==> src/rtl/wb_mem_arbiter.sv <==
// Two-master round-robin Wishbone arbiter with cycle-locked grants and a slave watchdog.
// Grant lands one cycle after the request is seen; the owner holds the bus until it drops cyc.
module wb_mem_arbiter #(
  parameter int ADDR_W         = 32,
  parameter int DATA_W         = 32,
  parameter int TIMEOUT_CYCLES = 255
) (
  input  logic              clk,
  input  logic              rst,
  input  logic [ADDR_W-1:0] m0_adr_i,
  input  logic [DATA_W-1:0] m0_dat_i,
  input  logic              m0_we_i,
  input  logic [3:0]        m0_sel_i,
  input  logic              m0_stb_i,
  input  logic              m0_cyc_i,
  output logic [DATA_W-1:0] m0_dat_o,
  output logic              m0_ack_o,
  output logic              m0_err_o,
  output logic              m0_rty_o,
  input  logic [ADDR_W-1:0] m1_adr_i,
  input  logic [DATA_W-1:0] m1_dat_i,
  input  logic              m1_we_i,
  input  logic [3:0]        m1_sel_i,
  input  logic              m1_stb_i,
  input  logic              m1_cyc_i,
  output logic [DATA_W-1:0] m1_dat_o,
  output logic              m1_ack_o,
  output logic              m1_err_o,
  output logic              m1_rty_o,
  output logic [ADDR_W-1:0] s_adr_o,
  output logic [DATA_W-1:0] s_dat_o,
  output logic              s_we_o,
  output logic [3:0]        s_sel_o,
  output logic              s_stb_o,
  output logic              s_cyc_o,
  input  logic [DATA_W-1:0] s_dat_i,
  input  logic              s_ack_i,
  input  logic              s_err_i,
  input  logic              s_rty_i,
  output logic [1:0]        grant_o,
  output logic              timeout_o
);

  localparam bit WD_EN = (TIMEOUT_CYCLES > 0);
  localparam int WD_W  = WD_EN ? $clog2(TIMEOUT_CYCLES + 1) : 1;
  localparam logic [WD_W-1:0] WD_LAST = WD_EN ? WD_W'(TIMEOUT_CYCLES - 1) : '0;
  localparam logic [WD_W-1:0] WD_MAX  = '1;

  typedef enum logic [1:0] {IDLE, GNT0, GNT1, ABORT} state_t;

  state_t            state_q, state_d;
  logic              last_q, last_d;    // 0 = M0 was granted last, 1 = M1
  logic              own_q, own_d;      // master that was aborted
  logic              pulse_q, pulse_d;
  logic [WD_W-1:0]   wd_q, wd_d;

  logic in_gnt, cur_own, own_cyc, own_stb, resp, wd_hit;

  function automatic state_t arb(input logic c0, input logic c1, input logic last);
    if (c0 && c1) return last ? GNT0 : GNT1;
    else if (c0)  return GNT0;
    else if (c1)  return GNT1;
    else          return IDLE;
  endfunction

  always_comb begin
    in_gnt  = (state_q == GNT0) || (state_q == GNT1);
    cur_own = (state_q == ABORT) ? own_q : (state_q == GNT1);
    own_cyc = cur_own ? m1_cyc_i : m0_cyc_i;
    own_stb = cur_own ? m1_stb_i : m0_stb_i;
    resp    = s_ack_i | s_err_i | s_rty_i;
    // A response on the final watchdog cycle wins over the abort.
    wd_hit  = WD_EN && in_gnt && own_stb && !resp && (wd_q == WD_LAST);
  end

  always_comb begin
    state_d = state_q;
    last_d  = last_q;
    own_d   = own_q;
    pulse_d = 1'b0;
    wd_d    = '0;
    case (state_q)
      IDLE: state_d = arb(m0_cyc_i, m1_cyc_i, last_q);
      GNT0, GNT1: begin
        if (!own_cyc) begin
          state_d = arb(m0_cyc_i, m1_cyc_i, last_q);
        end else if (wd_hit) begin
          state_d = ABORT;
          own_d   = cur_own;
          pulse_d = 1'b1;
        end
      end
      ABORT: if (!own_cyc) state_d = arb(m0_cyc_i, m1_cyc_i, last_q);
      default: state_d = IDLE;
    endcase
    if (in_gnt && (state_d == state_q)) begin
      if (resp)
        wd_d = '0;
      else if (WD_EN && own_stb && (wd_q != WD_MAX))
        wd_d = wd_q + 1'b1;
      else
        wd_d = wd_q;
    end
    if (state_d == GNT0) last_d = 1'b0;
    if (state_d == GNT1) last_d = 1'b1;
  end

  always_ff @(posedge clk) begin
    if (rst) begin
      state_q <= IDLE;
      last_q  <= 1'b1;
      own_q   <= 1'b0;
      pulse_q <= 1'b0;
      wd_q    <= '0;
    end else begin
      state_q <= state_d;
      last_q  <= last_d;
      own_q   <= own_d;
      pulse_q <= pulse_d;
      wd_q    <= wd_d;
    end
  end

  always_comb begin
    s_adr_o   = '0;
    s_dat_o   = '0;
    s_we_o    = 1'b0;
    s_sel_o   = '0;
    s_stb_o   = 1'b0;
    s_cyc_o   = 1'b0;
    m0_ack_o  = 1'b0;
    m0_err_o  = 1'b0;
    m0_rty_o  = 1'b0;
    m1_ack_o  = 1'b0;
    m1_err_o  = 1'b0;
    m1_rty_o  = 1'b0;
    m0_dat_o  = s_dat_i;
    m1_dat_o  = s_dat_i;
    timeout_o = 1'b0;
    grant_o   = {state_q == GNT1, state_q == GNT0};
    if (state_q == GNT0) begin
      s_adr_o  = m0_adr_i;
      s_dat_o  = m0_dat_i;
      s_we_o   = m0_we_i;
      s_sel_o  = m0_sel_i;
      s_stb_o  = m0_stb_i;
      s_cyc_o  = m0_cyc_i;
      m0_ack_o = s_ack_i;
      m0_err_o = s_err_i;
      m0_rty_o = s_rty_i;
    end else if (state_q == GNT1) begin
      s_adr_o  = m1_adr_i;
      s_dat_o  = m1_dat_i;
      s_we_o   = m1_we_i;
      s_sel_o  = m1_sel_i;
      s_stb_o  = m1_stb_i;
      s_cyc_o  = m1_cyc_i;
      m1_ack_o = s_ack_i;
      m1_err_o = s_err_i;
      m1_rty_o = s_rty_i;
    end else if (state_q == ABORT) begin
      // Slave responses are ignored here; only the one-shot abort error is signalled.
      timeout_o = pulse_q;
      m0_err_o  = pulse_q && !own_q;
      m1_err_o  = pulse_q && own_q;
    end
  end

endmodule

==> config.mk <==
export PLATFORM = sky130hd
export DESIGN_NAME = wb_mem_arbiter
export DESIGN_NICKNAME = d
export VERILOG_FILES = /design/src/rtl/wb_mem_arbiter.sv
export SDC_FILE = /design/constraint.sdc
export NUM_CORES = 1
export LEC_CHECK = 0
export BUFFER_PORTS_ARGS = -buffer_cell sky130_fd_sc_hd__buf_2
export CORE_AREA = 8 8 118 120
export CTS_BUF_LIST = sky130_fd_sc_hd__clkbuf_16
export CTS_CLUSTER_SIZE = 24
export DETAILED_ROUTE_END_ITERATION = 6
export DIE_AREA = 0 0 126 128
export RECOVER_POWER = 25
export SLEW_MARGIN = 0
export SYNTH_ARGS = -nofsm -noshare
export SYNTH_HDL_FRONTEND = slang
export SYNTH_SLANG_ARGS = --single-unit
==> constraint.sdc <==
create_clock -name clk -period 3.3 [get_ports clk]
set_input_delay 0.33 -clock clk [delete_from_list [all_inputs] [get_ports clk]]
set_output_delay 0.33 -clock clk [all_outputs]
set_load 0.005 [all_outputs]
## Word-level counts from Yosys, hierarchy flattened

Index checks and enable logic that the tools add are counted.

- Register bits: 13
- Bits of input ports: 179
- Output and inout bits: 144

- Add/sub/neg operators: 1
- Eq/ne operators: 8
- Multiplexer cells: 39
- Bitwise gates (word level): 5
- Reduce and logical (&&, ||, !) cells: 17

Operator list:

| cell | count |
|---|---|
| $mux 32 | 4 |
| $mux 1 | 25 |
| $mux 2 | 7 |
| $add 8x1->8 const B | 1 |
| $eq 8x8->1 const B | 1 |
| $logic_and 1x1->1 | 8 |
| $mux 4 | 2 |
| $ne 8x8->1 const B | 1 |
| $eq 2x2->1 const B | 3 |
| $pmux 2 s3 | 1 |
| $reduce_or 3->1 | 2 |
| $eq 2x1->1 const B | 2 |
| $reduce_or 2->1 | 2 |
| $not 1->1 | 3 |
| $reduce_and 3->1 | 1 |
| $eq 2x2->1 | 1 |
| $logic_not 1->1 | 2 |
| $logic_not 2->1 | 1 |
| $or 1x1->1 | 2 |
| $logic_or 1x1->1 | 1 |

## Depth between registers and ports, before layout

- Depth after elaboration: 13
- Gate-level depth with buffers: 9
- Depth with buffers taken out: 8

## Worst setup path after synthesis

OpenSTA, ideal clock, no wires.

- Path kind: reg-to-reg
- From: register state_q[0]
- To: register last_q
- Library setup time: 124 ps
- Data arrival time: 2296 ps
- Setup slack: 879 ps
- Stages on the path, launching flop included: 8
- Buffers on the path: 0
- Period minus slack after synthesis: 2421 ps
- Path through: dfxtp_1 > inv_1 > ha_1 > or4b_2 > or4_4 > a221oi_2 > a21boi_1 > a21oi_1

- Cells in the longest elaborated chain, start to end: 11
- Elaborated cells between the ends (all ways): 19
- Classes of those cells: eq/ne (5); mux (7); reduce/logical (7)

Ends and longest elaborated chain:

| what | line | RTL |
|---|---|---|
| from (decl) | 51 | `state_t state_q, state_d;` |
| from (signal assigned) | 116 | `state_q <= state_d;` |
| $eq 2x2->1, on equally long branches | 67, 68, 82 |  |
| $mux 1 | 68 | `cur_own = (state_q == ABORT) ? own_q : (state_q == GNT1);` |
| $mux 1 | 70 | `own_stb = cur_own ? m1_stb_i : m0_stb_i;` |
| $logic_and 1x1->1 (3 in series) | 73 | `wd_hit = WD_EN && in_gnt && own_stb && !resp && (wd_q == WD_LAST);` |
| $mux 2 | 87 | `end else if (wd_hit) begin` |
| $mux 2 | 85 | `if (!own_cyc) begin` |
| $pmux 2 s3 (*) | 82 | `case (state_q)` |
| $eq 2x2->1 | 105 | `if (state_d == GNT1) last_d = 1'b1;` |
| $reduce_or 2->1 (no line) | n/a |  |
| to (signal assigned) | 117 | `last_q <= last_d;` |
| to (decl) | 52 | `logic last_q, last_d;` |

Every way passes the cells marked *; elsewhere a longest branch is shown, timed or not.
A chain may end at the register's enable or synchronous reset.

## Worst setup path after layout

Ends and elaborated chain as after synthesis.

==> results by group <==
Status
  • Outcome: completed

Clock tree
  • Clock slew at reported path FFs: 40 ps
  • Postcts setup bufs: 0
  • Clock Latency Late Sink: 240 ps
  • CTS tree: yes
  • Hold_buf cts: 0
  • Resized cells post-CTS: 0
  • Clock sink total: 13
  • Clk buf depth: 2
  • Root Driver: clkbuf_16
  • H-tree Lvls: 1
  • Total CTS buffers: 3

STA
  • Worst Skew: 1.75 ps
  • Rel. slew slack: 0.597
  • Unrepaired setup endpoints after global routing: false
  • Fin. max-slew vios: 0
  • Maximum clock frequency: between 300 and 400 MHz
  • Post-layout min period: 2680 ps
  • Fin Setup TNS: 0 ps
  • Actual slew at the worst max-slew pin: 597 ps
  • Fin. Hold Viols: 0
  • Period utilization: 0.813
  • Setup violations, final: 0
  • WHS: 353 ps

Critical path
  • CP peak stage delay: ~650 ps
  • Worst R2R End: last_q$_SDFFE_PP1N_
  • WP data required: 3420 ps
  • Worst R2R Setup Slack: 620 ps
  • Kind of end point of the critical path: flop
  • CP Class: reg2reg
  • Max FO, Critical Path: 6
  • Cell Chain, Critical Path: inv_1 > ha_1 > or4b_2 > or4_4 > a221oi_2 > a21boi_1 > a21oi_1
  • Critical Path Sink: last_q$_SDFFE_PP1N_
  • Worst reg2reg path depth: 7
  • Crit path max-delay cell type: or4b_2
  • Worst Path Arrival: 2810 ps
  • R2r startpoint: state_q[0]$_SDFF_PP0_
  • Setup crit start: state_q[0]$_SDFF_PP0_
  • Startpoint types: flop

Synthesis
  • Synth unique cells: 41
  • Top post-synthesis cells by area: nand2_1 (22%), buf_4 (21%), o21ai_0 (15%)
  • Main combinational cell family by area after synthesis: simple AND/OR/NAND/NOR gates
  • Mapped Area: around 2300 um2
  • Syn_nets: 588
  • Synth area leader: nand2_1
  • Mux contribution to synthesized area: 0.0187
  • Sequential area share after synthesis: 0.111
  • #FFs+latches synth: 13
  • Post-Syn Instances: 403
  • Mean area per synthesized cell: 5.81 um2
  • Synth Area in Adders: 0.0321
  • Synth Area in Compound Gates: 0.229
  • Synth top area share: 0.221
  • Synth Area in Simple Gates: 0.327
  • Yosys Warn Count: 0
  • Xor and xnor area share after synthesis: 0.0224

Route
  • Vias per Instance: 4.34
  • Routed wire length: 11.4 mm
  • Drt drc: 0
  • TritonRoute pass-1 iters: 4
  • DR iter-0 viols: 148
  • DR vias: a little over 3000
  • DRT antenna net count: 0
  • Routed WL per cell: 16.3 um

Die
  • Core area: 12200 um2
  • Die H: ~130 um
  • Die width: between 100 and 150 um
  • Starting Density: 0.192
  • Row cnt: 41
  • Io pins: 323
  • Die Area: 16100 um2

Hold path
  • HP Start: rst
  • Hold Crit Class: in2reg

Final layout
  • # fillers: 1403
  • Commonest non-fill, non-tap cell in the layout: buf_2
  • Commonest non-fill, non-tap cells in the layout: buf_2 (226), nand2_1 (138), o21ai_0 (72)
  • Final net count: between 700 and 800
  • Share of layout cells above drive strength 1: 0.440
  • P&R area growth vs syn: 37.3%

Power
  • Max VDD drop: 0.000312 V
  • Overall Power: 0.000822 W
  • Static Leakage: between 1.5 and 2 nW
  • Pwr Density: 256 nW/um2

Placement
  • Post-detail-place hpwl: 9.62 mm
  • Port bufs: ~230
  • Routability-driven placement congestion ratio: between 0.9 and 1

Run
  • MaxCap Viol Count: 0

Global routing
  • Overflow left after global routing: 0
  • Initial antenna violation count: 1
  • Gr usage total: 0.123
  • Number of global-route vias before repair: 2676
  • Largest net degree at the start of global routing: 62
  • Global-route wire length before repair: 15.9 mm
[sequential cells by signal, summed over array words and instances, names as in the netlist]
register / cells
wd_q: 8
state_q: 2
last_q: 1
own_q: 1
pulse_q: 1
[area by class of cell]
class                      instances  area [um2]  area share
multi-input combinational        293        1490       0.463
timing repair buffer             231        1170       0.364
clock inverter                     1        3.75     0.00117
antenna                            1        2.50    0.000779
tap                              150         188      0.0584
clock buffer                       3        75.1      0.0234
inverter                           7        26.3     0.00818
sequential                        13         260      0.0810
[cell families after synthesis]
kind of cell | count (synthesis)
xor+xnor | 6
fa+ha+maj | 6
compound gates | 94
flops | 13
simple gates | 183
buf+inv | 97
mux | 4
[layer usage]
metal | vias up | GRT usage | wire length, um
met5 | - | 0 | 0
met4 | 0 | 0.0425 | 351
met3 | 34 | 0.0387 | 1010
met2 | 157 | 0.210 | 5560
met1 | 1287 | 0.142 | 4450
li1 | 1557 | - | -
[power by group]
group          switching, W  internal (W)  leakage, nW  total (W)
clock network     0.0000642      0.000159       0.0423   0.000224
logic              0.000235      0.000193         1.48   0.000429
registers        0.00000717      0.000162        0.105   0.000170
total              0.000307      0.000515         1.62   0.000822
[worst min-delay path by stage]
| stage | to | slack (ps) | depth (start not counted) |
|---|---|---|---|
| detailed placement | wd_q[1]$_SDFFE_PP0P_ | 520 | 2 |
| CTS | own_q$_SDFFE_PP0P_ | 350 | 2 |
| global placement | wd_q[1]$_SDFFE_PP0P_ | 520 | 2 |
| finish | own_q$_SDFFE_PP0P_ | 350 | 2 |
| global route | own_q$_SDFFE_PP0P_ | 350 | 2 |
| floorplan | own_q$_SDFFE_PP0P_ | 400 | 1 |
[synth_stat cells, drive strengths merged]
cell	instances
a2111o	1
a211oi	2
a21boi	1
a21oi	5
a221oi	1
a22o	5
a31oi	1
a41oi	1
and2	6
and3	2
buf	75
clkbuf	15
dfxtp	13
ha	6
inv	7
mux2i	4
nand2	138
nand3	4
nand3b	1
nand4	4
nor2	15
nor2b	1
nor3	4
nor3b	1
nor4	2
nor4b	1
o211a	1
o211ai	1
o21ai	72
o2bb2ai	1
o311a	1
o31ai	1
or2	1
or3	1
or4	1
or4b	1
xnor2	2
xor2	4
[metrics by stage]
step	instances	instance area (um2)	worst slack (ps)	util
2_1_floorplan	403	2340	879	-
3_3_place_gp	694	3130	663	0.257
3_5_place_dp	694	3130	636	0.257
4_1_cts	698	3210	613	0.263
5_1_grt	699	3210	420	0.263
6_report	699	3210	617	0.263
[worst max-delay path, delay by kind of cell, from the launching register on]
family / cells / cell delay (ps)
AO/OA/AOI/OAI: 3 / 510
adder cells (fa/ha/maj): 1 / 350
buffers and inverters: 1 / 120
AND/OR/NAND/NOR: 2 / 1130
flip-flops: 1 / 450
No activity file was read; power rests on OpenSTA's default activity.
